$ cat src/rtl/serial_subtractor_if.sv
// rtl/serial_subtractor_if.sv - start/done handshake and operand/result bundle for serial_subtractor
interface serial_subtractor_if #(
  parameter int WIDTH = 32
);
  logic             start;
  logic [WIDTH-1:0] x;
  logic [WIDTH-1:0] y;
  logic             bi;
  logic             busy;
  logic             done;
  logic [WIDTH-1:0] f;
  logic             bo;

  modport master (
    output start, x, y, bi,
    input  busy, done, f, bo
  );

  modport slave (
    input  start, x, y, bi,
    output busy, done, f, bo
  );
endinterface

$ cat src/rtl/serial_subtractor.sv
// rtl/serial_subtractor.sv - digit-serial two's-complement subtractor f = x - y - bi with borrow-out
module serial_subtractor #(
  parameter int WIDTH = 32,
  parameter int DIGIT = 4
) (
  input logic                clk,
  input logic                rst,
  serial_subtractor_if.slave s
);

  localparam int N  = WIDTH / DIGIT;
  localparam int CW = (N > 1) ? $clog2(N) : 1;

  typedef enum logic [1:0] {
    IDLE = 2'd0,
    RUN  = 2'd1,
    DONE = 2'd2
  } state_t;

  state_t r_state;
  state_t w_next;

  logic [WIDTH-1:0]       r_xs;
  logic [WIDTH-1:0]       r_ys;
  logic [WIDTH-1:0]       r_res;
  logic [WIDTH-1:0]       r_f;
  logic                   r_borrow;
  logic                   r_bo;
  logic [CW-1:0]          r_count;

  logic [DIGIT:0]         w_digit;
  logic [WIDTH+DIGIT-1:0] w_res_cat;
  logic [WIDTH-1:0]       w_res_next;
  logic                   w_last;
  logic                   w_capture;

  // Low digit difference; the extra top bit is set exactly when this digit borrows.
  assign w_digit    = {1'b0, r_xs[DIGIT-1:0]} - {1'b0, r_ys[DIGIT-1:0]}
                    - {{DIGIT{1'b0}}, r_borrow};
  // New digit enters the result from the MSB end so the LSB digit ends up at bit 0.
  assign w_res_cat  = {w_digit[DIGIT-1:0], r_res};
  assign w_res_next = w_res_cat[WIDTH+DIGIT-1:DIGIT];
  assign w_last     = (r_count == CW'(N - 1));
  // Start is only honoured outside RUN, which also gives back-to-back issue from DONE.
  assign w_capture  = s.start && (r_state != RUN);

  // State register.
  always_ff @(posedge clk or posedge rst) begin
    if (rst) begin
      r_state <= IDLE;
    end else begin
      r_state <= w_next;
    end
  end

  // Next-state decode: IDLE/DONE accept a start, RUN lasts exactly N edges.
  always_comb begin
    w_next = r_state;
    case (r_state)
      IDLE:    w_next = s.start ? RUN : IDLE;
      RUN:     w_next = w_last ? DONE : RUN;
      DONE:    w_next = s.start ? RUN : IDLE;
      default: w_next = IDLE;
    endcase
  end

  // Operand shift registers, running borrow, digit counter and held result.
  always_ff @(posedge clk or posedge rst) begin
    if (rst) begin
      r_xs     <= '0;
      r_ys     <= '0;
      r_res    <= '0;
      r_borrow <= 1'b0;
      r_count  <= '0;
      r_f      <= '0;
      r_bo     <= 1'b0;
    end else if (w_capture) begin
      r_xs     <= s.x;
      r_ys     <= s.y;
      r_res    <= '0;
      r_borrow <= s.bi;
      r_count  <= '0;
    end else if (r_state == RUN) begin
      r_xs     <= r_xs >> DIGIT;
      r_ys     <= r_ys >> DIGIT;
      r_res    <= w_res_next;
      r_borrow <= w_digit[DIGIT];
      r_count  <= r_count + CW'(1);
      if (w_last) begin
        r_f  <= w_res_next;
        r_bo <= w_digit[DIGIT];
      end
    end
  end

  assign s.busy = (r_state == RUN);
  assign s.done = (r_state == DONE);
  assign s.f    = r_f;
  assign s.bo   = r_bo;

endmodule
$ cat src/flat_wrapper.sv
// flat-port wrapper written by rule: the top's interface ports become plain ports
module serial_subtractor_flat 
#(
  parameter int WIDTH = 32,
  parameter int DIGIT = 4
)
  (clk, rst, s_start, s_x, s_y, s_bi, s_busy, s_done, s_f, s_bo);
  serial_subtractor_if #(.WIDTH(WIDTH)) s_i ();
  input logic clk;
  input logic rst;
  input wire logic [$bits(s_i.start)-1:0] s_start;
  input wire logic [$bits(s_i.x)-1:0] s_x;
  input wire logic [$bits(s_i.y)-1:0] s_y;
  input wire logic [$bits(s_i.bi)-1:0] s_bi;
  output wire logic [$bits(s_i.busy)-1:0] s_busy;
  output wire logic [$bits(s_i.done)-1:0] s_done;
  output wire logic [$bits(s_i.f)-1:0] s_f;
  output wire logic [$bits(s_i.bo)-1:0] s_bo;
  assign s_i.start = s_start;
  assign s_i.x = s_x;
  assign s_i.y = s_y;
  assign s_i.bi = s_bi;
  assign s_busy = s_i.busy;
  assign s_done = s_i.done;
  assign s_f = s_i.f;
  assign s_bo = s_i.bo;
  serial_subtractor #(.WIDTH(WIDTH), .DIGIT(DIGIT)) u_core (.clk(clk), .rst(rst), .s(s_i));
endmodule
$ cat config.mk
export PLATFORM = sky130hd
export DESIGN_NAME = serial_subtractor_flat
export DESIGN_NICKNAME = d
export VERILOG_FILES = /design/src/rtl/serial_subtractor_if.sv /design/src/rtl/serial_subtractor.sv /design/src/flat_wrapper.sv
export SDC_FILE = /design/constraint.sdc
export NUM_CORES = 1
export LEC_CHECK = 0
export CELL_PAD_IN_SITES_DETAIL_PLACEMENT = 1
export CELL_PAD_IN_SITES_GLOBAL_PLACEMENT = 2
export CORE_AREA = 2 2 157 159
export DETAILED_ROUTE_END_ITERATION = 8
export DIE_AREA = 0 0 159 161
export PLACE_DENSITY = 0.64
export SLEW_MARGIN = 15
export SYNTH_ARGS = -nofsm -noshare
export SYNTH_HDL_FRONTEND = slang
export SYNTH_SLANG_ARGS = --single-unit
$ cat constraint.sdc
create_clock -name clk -period 4.9 [get_ports clk]
set_input_delay 0.98 -clock clk [delete_from_list [all_inputs] [get_ports clk]]
set_output_delay 0.98 -clock clk [all_outputs]
set_load 0.05 [all_outputs]
# Word-level counts from Yosys, hierarchy flattened
# Cells that the tools add are included.
[totals]
wordCells = 34
input_bits = 68
out_inout_bits = 35
ff_bits = 135
[classes]
reduce_logical = 5
bitwise = 1
n_eq_ne = 4
mux = 13
addsub = 3
[op_table]
columns = ["op", "count"]
rows = [
  ["$mux W32", 6],
  ["$mux W3", 2],
  ["$sub A4 B4 Y5", 1],
  ["$sub A5 B1 Y5", 1],
  ["$pmux W2 S2", 1],
  ["$add A3 B1 Y3 const B", 1],
  ["$eq A3 B3 Y1 const B", 1],
  ["$mux W1", 3],
  ["$reduce_and A3 Y1", 1],
  ["$eq A2 B1 Y1 const B", 1],
  ["$eq A2 B2 Y1 const B", 1],
  ["$logic_not A2 Y1", 1],
  ["$mux W2", 1],
  ["$ne A2 B1 Y1 const B", 1],
  ["$reduce_bool A2 Y1", 1],
  ["$reduce_or A2 Y1", 1],
  ["$logic_and A1 B1 Y1", 1],
  ["$not A1 Y1", 1],
]

# Longest topological paths before layout
# Gate-level depths: netlist of run 1.
[logic_depth]
depth_word = 4
ltp_mapped = 7
mapped_depth_nobuf = 7

# Worst setup path before layout of run 1
# OpenSTA, ideal clock, no wires.
[synth_path]
path_kind = "reg-to-output"
from = "register u_core.r_state[0]"
to = "output s_done"
setup_slack_ps = 2820
t_required_ps = 3920
t_arrival_ps = 1100
stages_incl_launch_ff = 2
path_buffers = 0
cell_sequence = "dfrtp_1 > nor2b_1"
[synth_between]
elab_chain_cells = 1
[synth_lines]
columns = ["element", "line", "source"]
rows = [
  ["start, declared", "serial_subtractor.sv:20", "state_t r_state;"],
  ["start signal, assigned", "serial_subtractor.sv:52", "r_state <= w_next;"],
  ["$eq A2 B2 Y1", "serial_subtractor.sv:97", "assign s.done = (r_state == DONE);"],
  ["end, declared", "flat_wrapper.sv:16", "output wire logic [$bits(s_i.done)-1:0] s_done;"],
]
# No other way between the ends.

# Worst setup path after layout of run 1
[layout_path]
from = "register u_core.r_state[1]"
to = "output s_busy"
[layout_between]
elab_chain_cells = 1
[layout_lines]
columns = ["element", "line", "source"]
rows = [
  ["$eq A2 B1 Y1", "serial_subtractor.sv:96", "assign s.busy = (r_state == RUN);"],
  ["end, declared", "flat_wrapper.sv:15", "output wire logic [$bits(s_i.busy)-1:0] s_busy;"],
]
# No other way between the ends.

==> results of run 1 <==
power groups by stage:
stage / registers, uW / clock network [uW] / logic [uW]
after floorplan: 2240 / 0 / 1160
after global placement: 1880 / 0 / 2070
after detailed placement: 1890 / 0 / 2120
after CTS: 1880 / 1190 / 2130
after global routing: 1940 / 1240 / 2320
final: 1870 / 1150 / 2090
layout by cell type (no fill, tap or decap), drive strengths merged, types with 2 or more instances in the layout:
cell             n
fa               2
o21ai           90
mux2i           65
nor2            10
dfrtp          131
nand3            4
nand2          115
buf              4
a31oi            2
clkbuf          19
mux2            28
nor2b            3
a211o            2
clkdlybuf4s50  101
inv             14
ha               8
clkinv           8
xnor2            2
clkinvlp         5
nand4            2
flip-flops by register name (all words and copies together) (netlist names):
signal,flops
u_core.r_borrow,1
u_core.r_count,3
u_core.r_res,28
u_core.r_state,2
u_core.r_xs,32
u_core.r_ys,32
u_core.s.bo,1
u_core.s.f,32
cell usage after synthesis, drive strengths merged, types with 3 or more instances:
master and count:
nor2b 3, mux2 28, nor2 10, nand2 115
o21ai 90, nand3 4, mux2i 65, inv 14
buf 27, ha 8, dfrtp 131, clkbuf 8
cells by family (layout without fill, tap and decap cells):
kind of cell | Yosys count | after routing | share of synthesized area
AO/OA/AOI/OAI | 98 | 98 | 0.0978
multiplexers | 93 | 93 | 0.177
buffers and inverters | 49 | 151 | 0.0529
AND/OR/NAND/NOR | 136 | 136 | 0.0908
XOR/XNOR | 2 | 2 | 0.00296
flip-flops | 131 | 131 | 0.554
adder cells (fa/ha/maj) | 10 | 10 | 0.0237
worst max-delay path, cell delays in order (launching register included):
cell and delay [ns]:
dfrtp_1 0.37, nand2b_2 0.30, inv_6 0.57, clkdlybuf4s50_1 0.95
final timing paths:
check                                        from                to  slack (ns)  cells past startpoint
worst max-delay path            u_core.r_state[1]            s_busy        1.27                      3
worst min-delay path              u_core.r_xs[14]   u_core.r_xs[10]        0.48                      2
worst max register to register  u_core.r_state[1]   u_core.r_ys[23]        2.45                      5
worst min register to register    u_core.r_xs[14]   u_core.r_xs[10]        0.48                      2
max in group asynchronous                     rst     u_core.s.f[2]        2.86                      3
min in group asynchronous                     rst  u_core.r_res[17]        1.19                      2
routing by layer:
metal  routed length, um  GRT usage
met4                 186     0.0384
met5                   0          0
met1                6730      0.151
met2                6760      0.194
met3                 505     0.0329
metrics by stage:
stage                     power [uW]  utilization  worst slack [ns]  hold slack [ns]
after floorplan                 3410            -             0.422            0.449
after global placement          3940        0.297              1.70            0.472
after detailed placement        4020        0.297              1.60            0.472
after CTS                       5210        0.319              1.23            0.487
after global routing            5500        0.319              1.12            0.514
final                           5110        0.319              1.27            0.483
cell type report:
class	instances	area share
clock buffers	19	0.0580
inverters	14	0.00819
flip-flops and latches	131	0.429
well taps	324	0.0531
multi-input cells	339	0.304
repair buffers	105	0.136
clock inverters	13	0.0116
==> impl_metrics.toml, run 1 <==
[clock_network]
clk_transition_reported_paths_ns = 0.06
tritoncts = "built"
clkLatencyLatePin_ns = 0.42
post-cts-setup-buffers = 0
cts_max_level = 4
cts-root-buf = "clkbuf_16"
cts_sinks = 131
ctsLongestPathBuffers = 2
cts-buffers-inserted = 17
holdBufCountCts = 0
cts-resized-gates = 0

[cells_and_area]
final.fill_count = 2674
finish.cell_count_without_fillers = 945
area_delta_synth_final_pct = 29.2
area.sequential_sq_um = 3280
layout.cell_area.non_filler_sq_um = 7640
nets = 686
share_of_post_route_cells_with_drive_strength_above_1 = 0.135
antennaDiodeCount = 0
multi_input_area_sq_um = 2320

[timing]
tightestPinTransition_ns = 1.18
timing.fmax_mhz = 276
final.period_utilization = 0.740
max-slew-margin-rel = 0.215
period_needed_ns = 3.63
timing.final.hold_violations = 0
timing.clock.skew_ns = 0.00749
setup_viol_count_final = 0
timing.setup.tns_ns = 0
rsz0062_at_grt = "no"
report.final.slew_viol_count = 0

[setup_path]
worst-endpoint-arrival_ns = 2.65
cp-end-kind = "output port"
worst_ep_required_time_ns = 3.92
crit_path_start_kind = "flip-flop"
timing_worst_setup_path_type = "reg2out"
crit_path_max_fanout = 97

[detailed_routing]
drt-vias-per-instance = 4.23
detail_route.first_pass.iterations = 4
drt.antenna.violating_nets = 0
via_count = 3996
drt_iter0_drc = 159
routed_wire_length_per_instance_um = 15.0
routed_wirelength_mm = 14.2
post-route-drc-count = 0

[floorplan]
num_io_pins = 103
core.rowCount = 57
horizontal_die_dimension_um = 159
die_y_um = 161
floorplan.core_area_sq_um = 24000
die_area_sq_um = 25600
initial_utilization = 0.247

[global_routing]
globalRoute.totalOverflow = 0
maximum_number_of_pins_on_one_net_before_global_route_repair = 110
grt_pass1_wl_mm = 24.1
antenna_found_initial = 0
track_usage = 0.118
via_count_of_the_first_global_routing_pass = 4541

[synth]
syn-cell-area_sq_um = 5910
yosysWarningCount = 0
synth.net_count = 597
synth_top_flop_cell = "dfrtp_1"
syn-mean-instance-area_sq_um = 11.4
async_reset_ff_frac = 1.00
sequential_element_share_of_the_synthesized_area = 0.554
area_share_of_the_leading_cell_type_in_the_synthesized_netlist = 0.554
synth_edf_count = 0
synthCells = 519
synth_top_cell_by_area = "dfrtp_1"
ys_ff_latch = 131
synth.top_cells.by_area = "dfrtp_1 (55%), mux2i_1 (11%), nand2_1 (7.3%)"
distinct_cells_synth = 31

[place]
gp_routability_congestion = 0.708
dpl.cell_count = 913
placed_cell_area_sq_um = 7110
portBuffers = 102
dpl.hpwl_mm = 9.55

[run]
timing.max_cap.violations = 0

[pwr]
clock_power_share = 0.225
power.net_switching_uw = 2090
swShare = 0.409
peakVddDrop_uv = 274
power_frac_comb = 0.409
p_int_uw = 3020
power-per-cell-area_nw_per_um2 = 669
sequentialPowerShare = 0.366
total_leakage_power_uw = 0.00347

[status]
outcome = "finished clean"

[worst_hold_path]
min_path_type = "reg2reg"
(Power assumes the default switching activity.)
==> run 2, diff against run 1 <==
- clock period: 4.9 -> 3.4 ns (I/O delays scaled with it)
==> run 2 against run 1 <==
- combinational power rose by 45%
- register-to-register slack got worse by 1.1 ns
- first-iteration DRC count fell by 7.5%
- global-route usage barely moved
- clock skew barely moved
- final cell count rose by 0.21%
- design area rose by 1.1%
- largest cell class unchanged
- largest power group unchanged
==> impl_metrics.toml, run 2 (synthesized netlist as in run 1, its figures left out) <==
[clock_network]
cts-root-buf = "clkbuf_16"
clk_transition_reported_paths_ns = 0.06
post-cts-setup-buffers = 0
cts-buffers-inserted = 17
ctsLongestPathBuffers = 2
cts-resized-gates = 0
holdBufCountCts = 0
cts_max_level = 4
cts_sinks = 131
clkLatencyLatePin_ns = 0.42
tritoncts = "built"

[place]
gp_routability_congestion = 0.710
portBuffers = 102
dpl.hpwl_mm = 9.45
placed_cell_area_sq_um = 7140

[setup_path]
crit-reg2reg-capture = "u_core.s.f[22]"
timing_worst_setup_path_type = "reg2out"
worst_ep_required_time_ns = 2.72
reg2reg_depth = 5
reg2reg_from = "u_core.r_count[0]"
cp_cell_sequence = "nand2b_2, inv_6, clkdlybuf4s50_1"
slowest_stage = "clkdlybuf4s50_1"
cp-end-kind = "output port"
crit_path_start_kind = "flip-flop"
crit_path_max_fanout = 12
reg2reg_slack_ns = 1.34
crit_path_max_incr_delay_ns = 0.82
crit_buf_inv = 2
path_delay_family = "buffers and inverters"
worst-endpoint-arrival_ns = 2.03

[worst_hold_path]
timing.hold.worst_endpoint = "u_core.r_xs[14]"
hold_depth = 2
min_path_type = "reg2reg"
worst_hold_path_startpoint = "u_core.r_xs[18]"

[global_routing]
via_count_of_the_first_global_routing_pass = 4502
track_usage = 0.118
antenna_found_initial = 0
globalRoute.totalOverflow = 0
grt_pass1_wl_mm = 23.9
maximum_number_of_pins_on_one_net_before_global_route_repair = 132

[cells_and_area]
antennaDiodeCount = 0
postLayoutCoreUtil = 0.322
final_cell_mix = "dfrtp_1 (131), nand2_1 (115), clkdlybuf4s50_1 (101)"
area_delta_synth_final_pct = 30.6
share_of_post_route_cells_with_drive_strength_above_1 = 0.140
nets = 689
layout_commonest_cell = "dfrtp_1"
layout.cell_area.non_filler_sq_um = 7720

[floorplan]
core.rowCount = 57
initial_utilization = 0.247
die_area_sq_um = 25600
num_io_pins = 103
horizontal_die_dimension_um = 159
die_y_um = 161
floorplan.core_area_sq_um = 24000

[detailed_routing]
via_count = 4039
detail_route.first_pass.iterations = 4
drt.antenna.violating_nets = 0
drt-vias-per-instance = 4.27
routed_wirelength_mm = 14.1
drt_iter0_drc = 147
routed_wire_length_per_instance_um = 14.9
post-route-drc-count = 0

[timing]
report.final.slew_viol_count = 0
max-slew-margin-rel = 0.324
timing.fmax_mhz = 369
timing.final.hold_violations = 0
setup_viol_count_final = 0
period_needed_ns = 2.71
timing.clock.skew_ns = 0.00794
tightestPinTransition_ns = 1.01
timing.setup.tns_ns = 0
rsz0062_at_grt = "no"
final.period_utilization = 0.798

[pwr]
peakVddDrop_uv = 378
post-layout-total-power_uw = 7530
total_leakage_power_uw = 0.00351
power-per-cell-area_nw_per_um2 = 975

[status]
outcome = "finished clean"

[run]
timing.max_cap.violations = 0
run 2: cell types whose count changed in the layout (fill, tap and decap cells not counted), sizes merged:
cell and delta:
buf +3, inv +3, bufinv +2, clkbuf -2, clkinv -2, clkinvlp -2
run 2: worst max path at each step:
stage                            startpoint               to  depth (start not counted)
after detailed placement  u_core.r_state[1]           s_busy                          3
after CTS                 u_core.r_state[1]           s_busy                          3
after floorplan                         rst  u_core.r_borrow                          1
after global placement    u_core.r_state[1]           s_busy                          3
final                     u_core.r_state[1]           s_busy                          3
after global routing      u_core.r_state[1]           s_busy                          3
run 2: final cells by class:
class / instances / area (sq um)
Timing Repair Buffer: 108 / 1080
Clock inverter: 14 / 155
Tap cell: 324 / 405
Multi-Input combinational cell: 339 / 2320
Clock buffer: 17 / 425
Fill cell: 2682 / 16200
Sequential cell: 131 / 3280
Inverter: 14 / 61.3
run 2: where the power goes:
part	switching [uW]	internal, uW
sequential	444	2240
combinational	1850	1180
clock	731	1080
total	3030	4500
run 2: stage by stage:
| stage | hold WS (ns) | instances | worst slack, ns |
|---|---|---|---|
| global route | 0.518 | 947 | 0.619 |
| detailed placement | 0.477 | 916 | 1.10 |
| global placement | 0.466 | 916 | 1.12 |
| finish | 0.482 | 947 | 0.688 |
| floorplan | 0.449 | 519 | 1.10 |
| CTS | 0.486 | 947 | 0.635 |
run 2: worst register-to-register path, stage by stage, from the launching register on:
cell and delay, ns:
dfrtp_1 0.39, ha_1 0.24, ha_1 0.21, nand3b_1 0.18, buf_4 0.50, mux2_2 0.42
run 2: per-layer routing:
| layer | wire [um] | share of wire | GRT usage |
|---|---|---|---|
| met1 | 6840 | 0.48 | 0.156 |
| met2 | 6640 | 0.47 | 0.187 |
| met3 | 472 | 0.033 | 0.0303 |
| met4 | 196 | 0.014 | 0.0434 |
| met5 | 0 | 0 | 0 |
